### src/rtl/llc_set_table_ctrl.sv
// llc_set_table_ctrl
// Tracks which LLC sets are in flight between the input arbiter and the update
// stage. A request whose set is already in flight is stalled (set-conflict
// hazard). Every accepted request is given a free table slot. Its pointer
// travels down the pipeline and is handed back on remove_set_from_table.
//
// Ports
//   clk, rst                 clock; asynchronous active-low reset
//   alloc_valid/alloc_set    upstream request and its set index
//   alloc_ready/alloc_ptr    request may issue now / slot it will occupy
//   conflict                 alloc_set matches a valid slot (registered state only)
//   remove_set_from_table    update stage retires slot table_pointer_to_remove
//   drain_req/drained        block new issues / table is empty while draining
//   full, empty, count       occupancy
//   err_remove_invalid       sticky: a remove targeted an invalid slot

`ifndef LLC_SET_BITS
`define LLC_SET_BITS 11
`endif

module llc_set_table_ctrl #(
  parameter int unsigned ENTRIES  = 8,
  parameter int unsigned PTR_BITS = $clog2(ENTRIES),
  parameter int unsigned SET_BITS = `LLC_SET_BITS
) (
  input  logic                clk,
  input  logic                rst,
  input  logic                alloc_valid,
  input  logic [SET_BITS-1:0] alloc_set,
  output logic                alloc_ready,
  output logic [PTR_BITS-1:0] alloc_ptr,
  output logic                conflict,
  input  logic                remove_set_from_table,
  input  logic [PTR_BITS-1:0] table_pointer_to_remove,
  input  logic                drain_req,
  output logic                drained,
  output logic                full,
  output logic                empty,
  output logic [PTR_BITS:0]   count,
  output logic                err_remove_invalid
);

  localparam int unsigned CNT_W = PTR_BITS + 1;
  localparam logic [CNT_W-1:0] FULL_CNT = CNT_W'(ENTRIES);

  logic [ENTRIES-1:0]  valid_q, valid_d;
  logic [SET_BITS-1:0] set_q [ENTRIES];
  logic [SET_BITS-1:0] set_d [ENTRIES];
  logic [CNT_W-1:0]    count_q, count_d;
  logic                err_q, err_d;

  logic fire;
  logic rem_ok;
  logic rem_bad;

  // Set-match against registered slots; a same-cycle remove cannot clear it.
  always_comb begin
    conflict = 1'b0;
    for (int unsigned i = 0; i < ENTRIES; i++) begin
      if (valid_q[i] && (set_q[i] == alloc_set)) conflict = 1'b1;
    end
  end

  // Lowest-index free slot; value is irrelevant when the table is full.
  always_comb begin
    alloc_ptr = '0;
    for (int i = int'(ENTRIES) - 1; i >= 0; i--) begin
      if (!valid_q[i]) alloc_ptr = PTR_BITS'(i);
    end
  end

  // Occupancy flags come straight from the registered counter.
  always_comb begin
    full  = (count_q == FULL_CNT);
    empty = (count_q == '0);
    count = count_q;
    err_remove_invalid = err_q;
    drained = drain_req && empty;
    // Held low while in reset so nothing issues against a clearing table.
    alloc_ready = rst && !full && !conflict && !drain_req;
  end

  // Next-state: retire first, then allocate; they never hit the same slot.
  always_comb begin
    valid_d = valid_q;
    set_d   = set_q;
    count_d = count_q;
    err_d   = err_q;

    fire    = alloc_valid && alloc_ready;
    rem_ok  = remove_set_from_table && valid_q[table_pointer_to_remove];
    rem_bad = remove_set_from_table && !valid_q[table_pointer_to_remove];

    if (rem_ok) valid_d[table_pointer_to_remove] = 1'b0;
    if (rem_bad) err_d = 1'b1;

    if (fire) begin
      valid_d[alloc_ptr] = 1'b1;
      set_d[alloc_ptr]   = alloc_set;
    end

    unique case ({fire, rem_ok})
      2'b10:   count_d = count_q + CNT_W'(1);
      2'b01:   count_d = count_q - CNT_W'(1);
      default: count_d = count_q;
    endcase
  end

  // State registers.
  always_ff @(posedge clk or negedge rst) begin
    if (!rst) begin
      valid_q <= '0;
      count_q <= '0;
      err_q   <= 1'b0;
      for (int unsigned i = 0; i < ENTRIES; i++) set_q[i] <= '0;
    end else begin
      valid_q <= valid_d;
      count_q <= count_d;
      err_q   <= err_d;
      for (int unsigned i = 0; i < ENTRIES; i++) set_q[i] <= set_d[i];
    end
  end

endmodule

### config.mk
export PLATFORM = sky130hd
export DESIGN_NAME = llc_set_table_ctrl
export DESIGN_NICKNAME = d
export VERILOG_FILES = /design/src/rtl/llc_set_table_ctrl.sv
export SDC_FILE = /design/constraint.sdc
export NUM_CORES = 1
export LEC_CHECK = 0
export CORE_MARGIN = 2
export CORE_UTILIZATION = 45
export CTS_CLUSTER_DIAMETER = 60
export DETAILED_ROUTE_END_ITERATION = 8
export GPL_TIMING_DRIVEN = 1
export PLACE_DENSITY = 0.65
export REMOVE_ABC_BUFFERS = 1
export SYNTH_ARGS = -nofsm -noshare
export SYNTH_HDL_FRONTEND = slang
export SYNTH_SLANG_ARGS = --single-unit
### constraint.sdc
create_clock -name clk -period 2.61 [get_ports clk]
set_input_delay 0.3915 -clock clk [delete_from_list [all_inputs] [get_ports clk]]
set_output_delay 0.3915 -clock clk [all_outputs]
set_load 0.1 [all_outputs]
Word level (Yosys, flattened, before mapping)

Cells that the tools add are included.

Flip-flop bits (word level): 101
Input port bits: 19
Output and inout bits: 13

Add/sub/neg operators: 2
$lt $le $gt $ge: 6
Equal/unequal tests: 11
Muxes and demuxes: 28
Bitwise operators: 4
Reduce and logical (&&, ||, !) cells: 24

Operators with widths:

| kind                                                       | number |
|---|---|
| bitwise mux 88 bit                                         | 1 |
| == test 11 bit                                             | 8 |
| demux 11 bit (select 3 bit)                                | 1 |
| 2-to-1 mux 3 bit                                           | 8 |
| logical AND 1 bit                                          | 18 |
| 2-to-1 mux 8 bit                                           | 2 |
| 2-to-1 mux 1 bit                                           | 11 |
| 2-to-1 mux 11 bit                                          | 1 |
| bitwise AND 8 bit                                          | 1 |
| less-than comparator 3 x 4 -> 1 bit, second input constant | 2 |
| NOT 8 bit                                                  | 1 |
| OR 8 bit                                                   | 1 |
| case mux 4 bit (2 select lines)                            | 1 |
| demux 1 bit (select 3 bit)                                 | 2 |
| >= comparator 3 x 1 -> 1 bit, second input constant        | 2 |
| adder 4 x 1 -> 4 bit, second input constant                | 1 |
| == test 4 bit, second input constant                       | 1 |
| >= comparator 4 bit, second input constant                 | 1 |
| logical NOT 1 bit                                          | 4 |
| logical NOT 4 bit                                          | 1 |
| less-than comparator 4 x 1 -> 1 bit, second input constant | 1 |
| NOT 3 -> 4 bit                                             | 1 |
| subtractor 4 x 1 -> 4 bit, second input constant           | 1 |
| binary-select mux 1 bit (select 3 bit)                     | 1 |
| 3 further kinds                                            | 3 |

Depth between registers and ports, before layout

Gate-level depths: netlist of run 1.

Depth after elaboration: 16
Depth in mapped cells: 15
Gate-level depth less buffers: 13

Worst setup path before layout of run 1

Ideal clock, no wire load.

Kind: reg2reg
Start point: reg count_q[3], in the netlist count[3]
End point: reg count_q[3], in the netlist count[3]
Arrival time: 5.884 ns
Slack: -3.436 ns
Cell stages (with the launch flop): 14
Buffers on the path: 0
Clock period less this slack: 6.046 ns
Cell sequence: dfrtp_1 -> nor4b_1 -> nor3b_1 -> nand2_1 -> inv_1 -> and3_1 -> inv_2 -> ha_1 -> ha_1 -> a21o_1 -> a21oi_1 -> xnor2_1 -> nor2_1 -> xor2_1

Word-level cells in the longest chain between the ends: 8
Elaborated cells between the ends (all ways): 12

Ends and longest elaborated chain:

| what                                                                         | RTL line | source |
|---|---|---|
| from (decl)                                                                  | 49       | `logic [CNT_W-1:0] count_q, count_d;` |
| from (signal assigned)                                                       | 118      | `count_q <= count_d;` |
| == test 4 bit *                                                              | 74       | `full = (count_q == FULL_CNT);` |
| net full                                                                     | 37       | `output logic full,` |
| logical NOT 1 bit *                                                          | 80       | `alloc_ready = rst && !full && !conflict && !drain_req;` |
| logical AND 1 bit * (3 in series)                                            | 80       |  |
| logical AND 1 bit *                                                          | 90       | `fire = alloc_valid && alloc_ready;` |
| == test 2 x 1 -> 1 bit / == test 2 bit (equally long branches)               | 102      | `unique case ({fire, rem_ok})` |
| case mux 4 bit (2 select lines) / nonzero test 2 bit (equally long branches) | --       |  |

Mark *: on every way through the listed nets, which the timed path passes. The rest lies on a longest branch.
A chain may end at the register's enable or synchronous reset.

Worst setup path after layout of run 1

Start point: in alloc_set[5]
End point: reg count_q[3], in the netlist count[3]

Word-level cells in the longest chain between the ends: 16
Elaborated cells between the ends (all ways): 32

Ends and longest elaborated chain:

| what                                                                         | RTL line | source |
|---|---|---|
| from (decl)                                                                  | 29       | `input logic [SET_BITS-1:0] alloc_set,` |
| == test 11 bit                                                               | 60       | `if (valid_q[i] && (set_q[i] == alloc_set)) conflict = 1'b1;` |
| logical AND 1 bit                                                            | 60       |  |
| 2-to-1 mux 1 bit (7 in series)                                               | 60       |  |
| 2-to-1 mux 1 bit *                                                           | 60       |  |
| logical NOT 1 bit *                                                          | 80       |  |
| logical AND 1 bit * (2 in series)                                            | 80       |  |
| logical AND 1 bit *                                                          | 90       |  |
| == test 2 x 1 -> 1 bit / == test 2 bit (equally long branches)               | 102      |  |
| case mux 4 bit (2 select lines) / nonzero test 2 bit (equally long branches) | --       |  |

Every way passes the cells marked *; elsewhere a longest branch is shown, timed or not.

==> results.sh, run 1 <==
export IMPL_fin_crit_sh_pct=99.06
export IMPL_dp_slack_ps=-961.6
export IMPL_yosys_top_cells_area="dfrtp_1 47%, xnor2_1 15%, mux2_2 13%"
export IMPL_setup_slack_ps=24.59
export IMPL_path_class="in2reg"
export IMPL_synth_top_area_share_pct=47.17
export IMPL_antenna_found_initial=0
export IMPL_globalRouteOverflowTotal=0
export IMPL_syn_avg_cell_area_sq_um=12.46
export IMPL_synth_warnings=0
export IMPL_syn_area_sq_um=5358
export IMPL_path_max_fanout=7
export IMPL_coreArea_sq_um=11520
export IMPL_rsz0062_at_grt="yes"
export IMPL_hp_class="in2async"
export IMPL_std_cell_rows=39
export IMPL_syn2layout_area_growth_pct=32.79
export IMPL_drtPass1Iterations=8
export IMPL_grt_use_met2_pct=38.48
export IMPL_hpwlAfterDp_um=8261
export IMPL_grt_max_degree=72
export IMPL_global_route_usage_met1_pct=33.25
export IMPL_die_area_sq_um=12800
export IMPL_synth_largest_area_cell="dfrtp_1"
export IMPL_end_kind="flop"
export IMPL_fin_total_pwr_uw=6596
export IMPL_routed_wl_um=14380
export IMPL_nFillCells=908
export IMPL_grt_use_total_pct=24.21
export IMPL_status="complete, but fails checks"
export IMPL_leakagePower_uw=0.003235
export IMPL_layout_commonest_cell="dfrtp_1"
export IMPL_clk_pin_slew_ps=70
export IMPL_async_flop_share_pct=100.0
export IMPL_grt_pass1_wl_um=22900
export IMPL_cts_sinks=101
export IMPL_cts_tree="yes"
export IMPL_avgViaCountPerCell=5.458
export IMPL_grt_pass1_vias=3936
export IMPL_setup_viol=0
export IMPL_drive_gt1_share_pct=43.56
export IMPL_utilization_pct=61.78
export IMPL_synthFlopType="dfrtp_1"
export IMPL_startpoint_type="primary input"
export IMPL_worst_hold_slack_ps=96.36
export IMPL_ys_seq_area_share_pct=47.17
export IMPL_cts_path_max_buffers=2
export IMPL_antenna_cells=0
export IMPL_fp_dieH_um=113.1
export IMPL_numCtsBuffers=9
export IMPL_gp_congestion=0.7991
export IMPL_critPathMaxStageDelay_ps=300
export IMPL_maxSlewHeadroom_pct=38.39
export IMPL_htreeDepth=3
export IMPL_clock_skew_ps=10.11
export IMPL_ys_ff_latch=101
export IMPL_drv_cap=0
export IMPL_ir_drop_mv=0.3640
export IMPL_vias=3662
export IMPL_cp_arrival_ps=2820
export IMPL_die_w_um=113.1
export IMPL_dp_cells=627
export IMPL_finalHoldViolCount=0
export IMPL_violations="design-rule violations"
export IMPL_crit_required_ps=2850
export IMPL_drc=1
export IMPL_initial_utilization_pct=46.52
export IMPL_cts_hold_buf=0
export IMPL_powerDensity_nw_per_um2=927.1
export IMPL_drtIter0Drc=234
export IMPL_drtAntennaViolNets=0
export IMPL_path_cells="clkdlybuf4s15_2 > buf_12 > xnor2_1 > nand4_1 > nor3_2 > nor4_4 > and3_4 > inv_4 > ha_4 > ha_4 > a21o_1 > a21oi_2 > xnor2_1 > nor2_1 > xor2_1"
export IMPL_io_buffers=31
export IMPL_top_usage_layer="met2"
export IMPL_ios=32
export IMPL_synthCells=430
export IMPL_worst_pin_slew_ps=924.1
export IMPL_wl_per_cell_um=21.43
export IMPL_nets=546
export IMPL_max_freq_mhz=386.8
export IMPL_final_cells=671
export IMPL_cts_root_buf="clkbuf_16"
export IMPL_drv_slew=0
export IMPL_most_common_layout_cells="101 x dfrtp_1, 84 x xnor2_1, 65 x buf_4"
export IMPL_finalCriticalPeriod_ps=2585
export IMPL_synth_cell_types=40
export IMPL_reg2reg_depth=13
export IMPL_synth_edff_count=0
export IMPL_grtUsageMet3_pct=5.678
export IMPL_crit_slowest_cell="nor3_2"
export IMPL_clk_latency_ps=360
==> synthesized netlist by cell type (2+ instances only) <==
master    instances
ha_1              3
nand2b_1          5
nor3_1            8
or3_1             4
nand4_1          25
buf_6             6
o22ai_1           2
xnor2_1          90
a21o_1            2
o31ai_1           2
o21ai_0           9
inv_1             9
buf_2             6
dfrtp_1         101
mux2_4           18
buf_4            18
nand2_1          16
nor2b_1           3
mux2_2           61
mux2i_1           3
xor2_1            2
or4_4             2
a21boi_0          2
nor4_2            3
mux2_1           10
nor2_1            6
==> layout make-up <==
type	count	area [sq um]	share of cell area (%)
clock buffer	11	242.7	3.412
clock inverter	5	65.06	0.9145
inverter	10	40.04	0.5628
multi-input combinational	290	2745	38.59
sequential	101	2527	35.53
tap	143	178.9	2.515
timing repair buffer	111	1315	18.48
==> flip-flops by register name, summed over array words and instances, names as in the netlist <==
register and count:
err_remove_invalid 1, set_q 88, count 4, valid_q 8
==> metrics by stage <==
step	area [sq um]	TNS (ps)
after detailed placement	6181	-56850
after global placement	6181	-54140
after global routing	7114	-84.63
after floorplan	5121	-295840
final	7114	0
after CTS	7063	-87.02
==> kinds of logic after synthesis <==
kind of cell | count (synthesis) | synth area share [%]
simple gates | 79 | 8.641
xor+xnor | 92 | 15.04
buf+inv | 41 | 5.114
compound gates | 21 | 2.428
flops | 101 | 47.17
fa+ha+maj | 4 | 1.074
mux | 92 | 20.53
==> per-layer routing <==
layer	vias up	share of wire, %
li1	1685	-
met1	1876	46
met2	83	49
met3	18	3.7
met4	0	2.1
met5	-	0
==> power breakdown <==
part,internal (uW),total (uW),leakage [uW],switching (uW)
logic,1300,2720,0.00177,1410
clock network,783,1400,0.000151,617
registers,2080,2480,0.00131,399
total,4160,6600,0.00324,2430
==> worst max-delay path: cells and delay by family <==
family | cells | cell delay, ps
simple gates | 5 | 810
xor+xnor | 3 | 540
compound gates | 2 | 300
fa+ha+maj | 2 | 330
buf+inv | 3 | 450
==> what timing repair did <==
item,in CTS,in global routing
endpoints found under the setup margin,96,70
gates resized for setup,63,18
pin swaps,19,24
buffers inserted,17,2
cloned,12,0
==> worst paths after layout <==
check                                        start            endpoint  slack (ps)
max in group asynchronous                      rst           set_q[64]        1250
worst max register to register           set_q[79]            count[3]          40
worst max-delay path                  alloc_set[5]            count[3]          20
worst min-delay path                           rst           set_q[70]         100
worst min register to register  err_remove_invalid  err_remove_invalid         460
min in group clk                err_remove_invalid  err_remove_invalid         460
Note: power is estimated with default switching activity, not from simulation.
==> run 2: changes to the inputs <==
--- a/config.mk
+++ b/config.mk
@@ -5,7 +5,7 @@
 export SDC_FILE = /design/constraint.sdc
 export NUM_CORES = 1
 export LEC_CHECK = 0
-export CORE_MARGIN = 2
+export CORE_MARGIN = 5
 export CORE_UTILIZATION = 45
 export CTS_CLUSTER_DIAMETER = 60
 export DETAILED_ROUTE_END_ITERATION = 8
==> results.sh, run 2 (synthesized netlist as in run 1, its figures left out) <==
export IMPL_status="complete, no violations"
export IMPL_seqPwrFrac_pct=38.3
export IMPL_die_w_um=119.1
export IMPL_fin_total_pwr_uw=6495
export IMPL_initial_utilization_pct=46.33
export IMPL_path_cells="buf_6 > buf_12 > buf_4 > xnor2_1 > nand4_1 > nor3_1 > buf_4 > nor4_4 > and3_4 > inv_4 > buf_6 > or4_4 > mux2_4"
export IMPL_drc=0
export IMPL_startpoint="alloc_set[10]"
export IMPL_drive_gt1_share_pct=45.07
export IMPL_powerDensity_nw_per_um2=922.1
export IMPL_die_area_sq_um=14190
export IMPL_crit_slowest_cell="or4_4"
export IMPL_critPathTopFamily="simple AND/OR/NAND/NOR gates"
export IMPL_critPathMaxStageDelay_ps=580
export IMPL_std_cell_rows=39
export IMPL_leakagePower_uw=0.003184
export IMPL_drtPass1Iterations=4
export IMPL_startpoint_type="primary input"
export IMPL_coreArea_sq_um=11560
export IMPL_drv_cap=0
export IMPL_critical_path_depth=13
export IMPL_finalHoldViolCount=0
export IMPL_worst_hold_slack_ps=80.37
export IMPL_maxSlewHeadroom_pct=40.80
export IMPL_clock_skew_ps=12.89
export IMPL_reg2reg_depth=10
export IMPL_cts_hold_buf=0
export IMPL_cts_sinks=101
export IMPL_finalCriticalPeriod_ps=2587
export IMPL_syn2layout_area_growth_pct=31.46
export IMPL_tns_ps=0
export IMPL_rrSetupSlack_ps=30
export IMPL_hpwlAfterDp_um=8653
export IMPL_utilization_pct=60.90
export IMPL_antenna_found_initial=0
export IMPL_crit_required_ps=2840
export IMPL_drtIter0Drc=193
export IMPL_ir_drop_mv=0.3817
export IMPL_wl_per_cell_um=19.98
export IMPL_io_buffers=31
export IMPL_nets=555
export IMPL_path_class="in2reg"
export IMPL_avgViaCountPerCell=5.316
export IMPL_gp_congestion=0.8908
export IMPL_intPower_uw=4057
export IMPL_grt_max_degree=72
export IMPL_layout_commonest_cell="dfrtp_1"
export IMPL_htreeDepth=3
export IMPL_cts_tree="yes"
export IMPL_clk_latency_ps=350
export IMPL_p_sw_share_pct=37.54
export IMPL_routed_wl_um=13590
export IMPL_regMostFlops="set_q"
export IMPL_grt_use_total_pct=19.81
export IMPL_cts_path_max_buffers=2
export IMPL_drtAntennaViolNets=0
export IMPL_most_common_layout_cells="101 x dfrtp_1, 82 x xnor2_1, 72 x buf_4"
export IMPL_final_cells=680
export IMPL_cp_arrival_ps=2820
export IMPL_fp_dieH_um=119.1
export IMPL_p_clk_share_pct=19.8
export IMPL_setup_viol=0
export IMPL_dp_cells=634
export IMPL_max_freq_mhz=386.6
export IMPL_cp_num_buf_inv=6
export IMPL_ios=32
export IMPL_vias=3615
export IMPL_power_share_combinational_pct=41.9
export IMPL_worst_pin_slew_ps=888.0
export IMPL_switching_power_uw=2438
export IMPL_hp_class="in2async"
export IMPL_path_max_fanout=12
export IMPL_grt_pass1_wl_um=21770
export IMPL_antenna_cells=0
export IMPL_timing_rr_start="set_q[50]"
export IMPL_fin_crit_sh_pct=99.11
export IMPL_reg2reg_to="set_q[18]"
export IMPL_grt_pass1_vias=3934
export IMPL_numCtsBuffers=9
export IMPL_clk_pin_slew_ps=70
export IMPL_cts_root_buf="clkbuf_16"
export IMPL_rsz0062_at_grt="yes"
export IMPL_worstSetupEndpoint="set_q[18]"
export IMPL_largest_reg_flops=88
export IMPL_drv_slew=0
export IMPL_globalRouteOverflowTotal=0
export IMPL_end_kind="flop"
-- run 2: layout make-up --
| cell class | instances | area [sq um] |
|---|---|---|
| clock inverters | 5 | 35.03 |
| fillers | 927 | 4522 |
| well taps | 143 | 178.9 |
| multi-input cells | 289 | 2769 |
| inverters | 10 | 40.04 |
| clock buffers | 11 | 242.7 |
| flip-flops and latches | 101 | 2527 |
| repair buffers | 121 | 1250 |
-- run 2: how the worst min path moves through the flow --
| stage | from | endpoint | slack [ps] | cells after the start |
|---|---|---|---|---|
| 2_1_floorplan | rst | count[0] | 100 | 0 |
| 3_3_place_gp | err_remove_invalid | err_remove_invalid | 440 | 1 |
| 3_5_place_dp | err_remove_invalid | err_remove_invalid | 460 | 1 |
| 4_1_cts | rst | set_q[2] | 100 | 2 |
| 5_1_grt | rst | set_q[8] | 120 | 2 |
| 6_report | rst | set_q[8] | 80 | 2 |
-- run 2: worst register-to-register path: cells and delay by family (launching register included) --
kind                   cells  cell delay [ps]
AND/OR/NAND/NOR            5             1290
flip-flops                 1              380
multiplexers               1              350
buffers and inverters      3              320
XOR/XNOR                   1              130
-- run 2: power groups by stage --
stage	clock network (uW)	logic (uW)	registers [uW]
6_report	1290	2720	2490
5_1_grt	1370	2910	2540
4_1_cts	1310	2630	2460
3_5_place_dp	0	2490	2480
3_3_place_gp	0	2450	2460
2_1_floorplan	0	1490	2640
-- run 2: what timing repair did --
action,4_1_cts,5_1_grt
cloned,5,0
setup endpoints to repair,77,54
setup buffers,26,0
pin swaps,16,18
gates resized for setup,77,24
-- run 2: through the flow --
stage / cell area [sq um] / worst slack (ps)
global placement: 6208 / -785.4
floorplan: 5121 / -3436
global route: 7043 / -63.77
detailed placement: 6208 / -821.7
CTS: 6935 / -32.22
finish: 7043 / 23.30
-- run 2: routing by layer --
metal	track usage, %	up-vias	routed length (um)
li1	-	1689	-
met2	32.18	59	6597
met5	0	-	0
met3	4.028	20	477
met1	27.41	1847	6352
met4	4.707	0	161
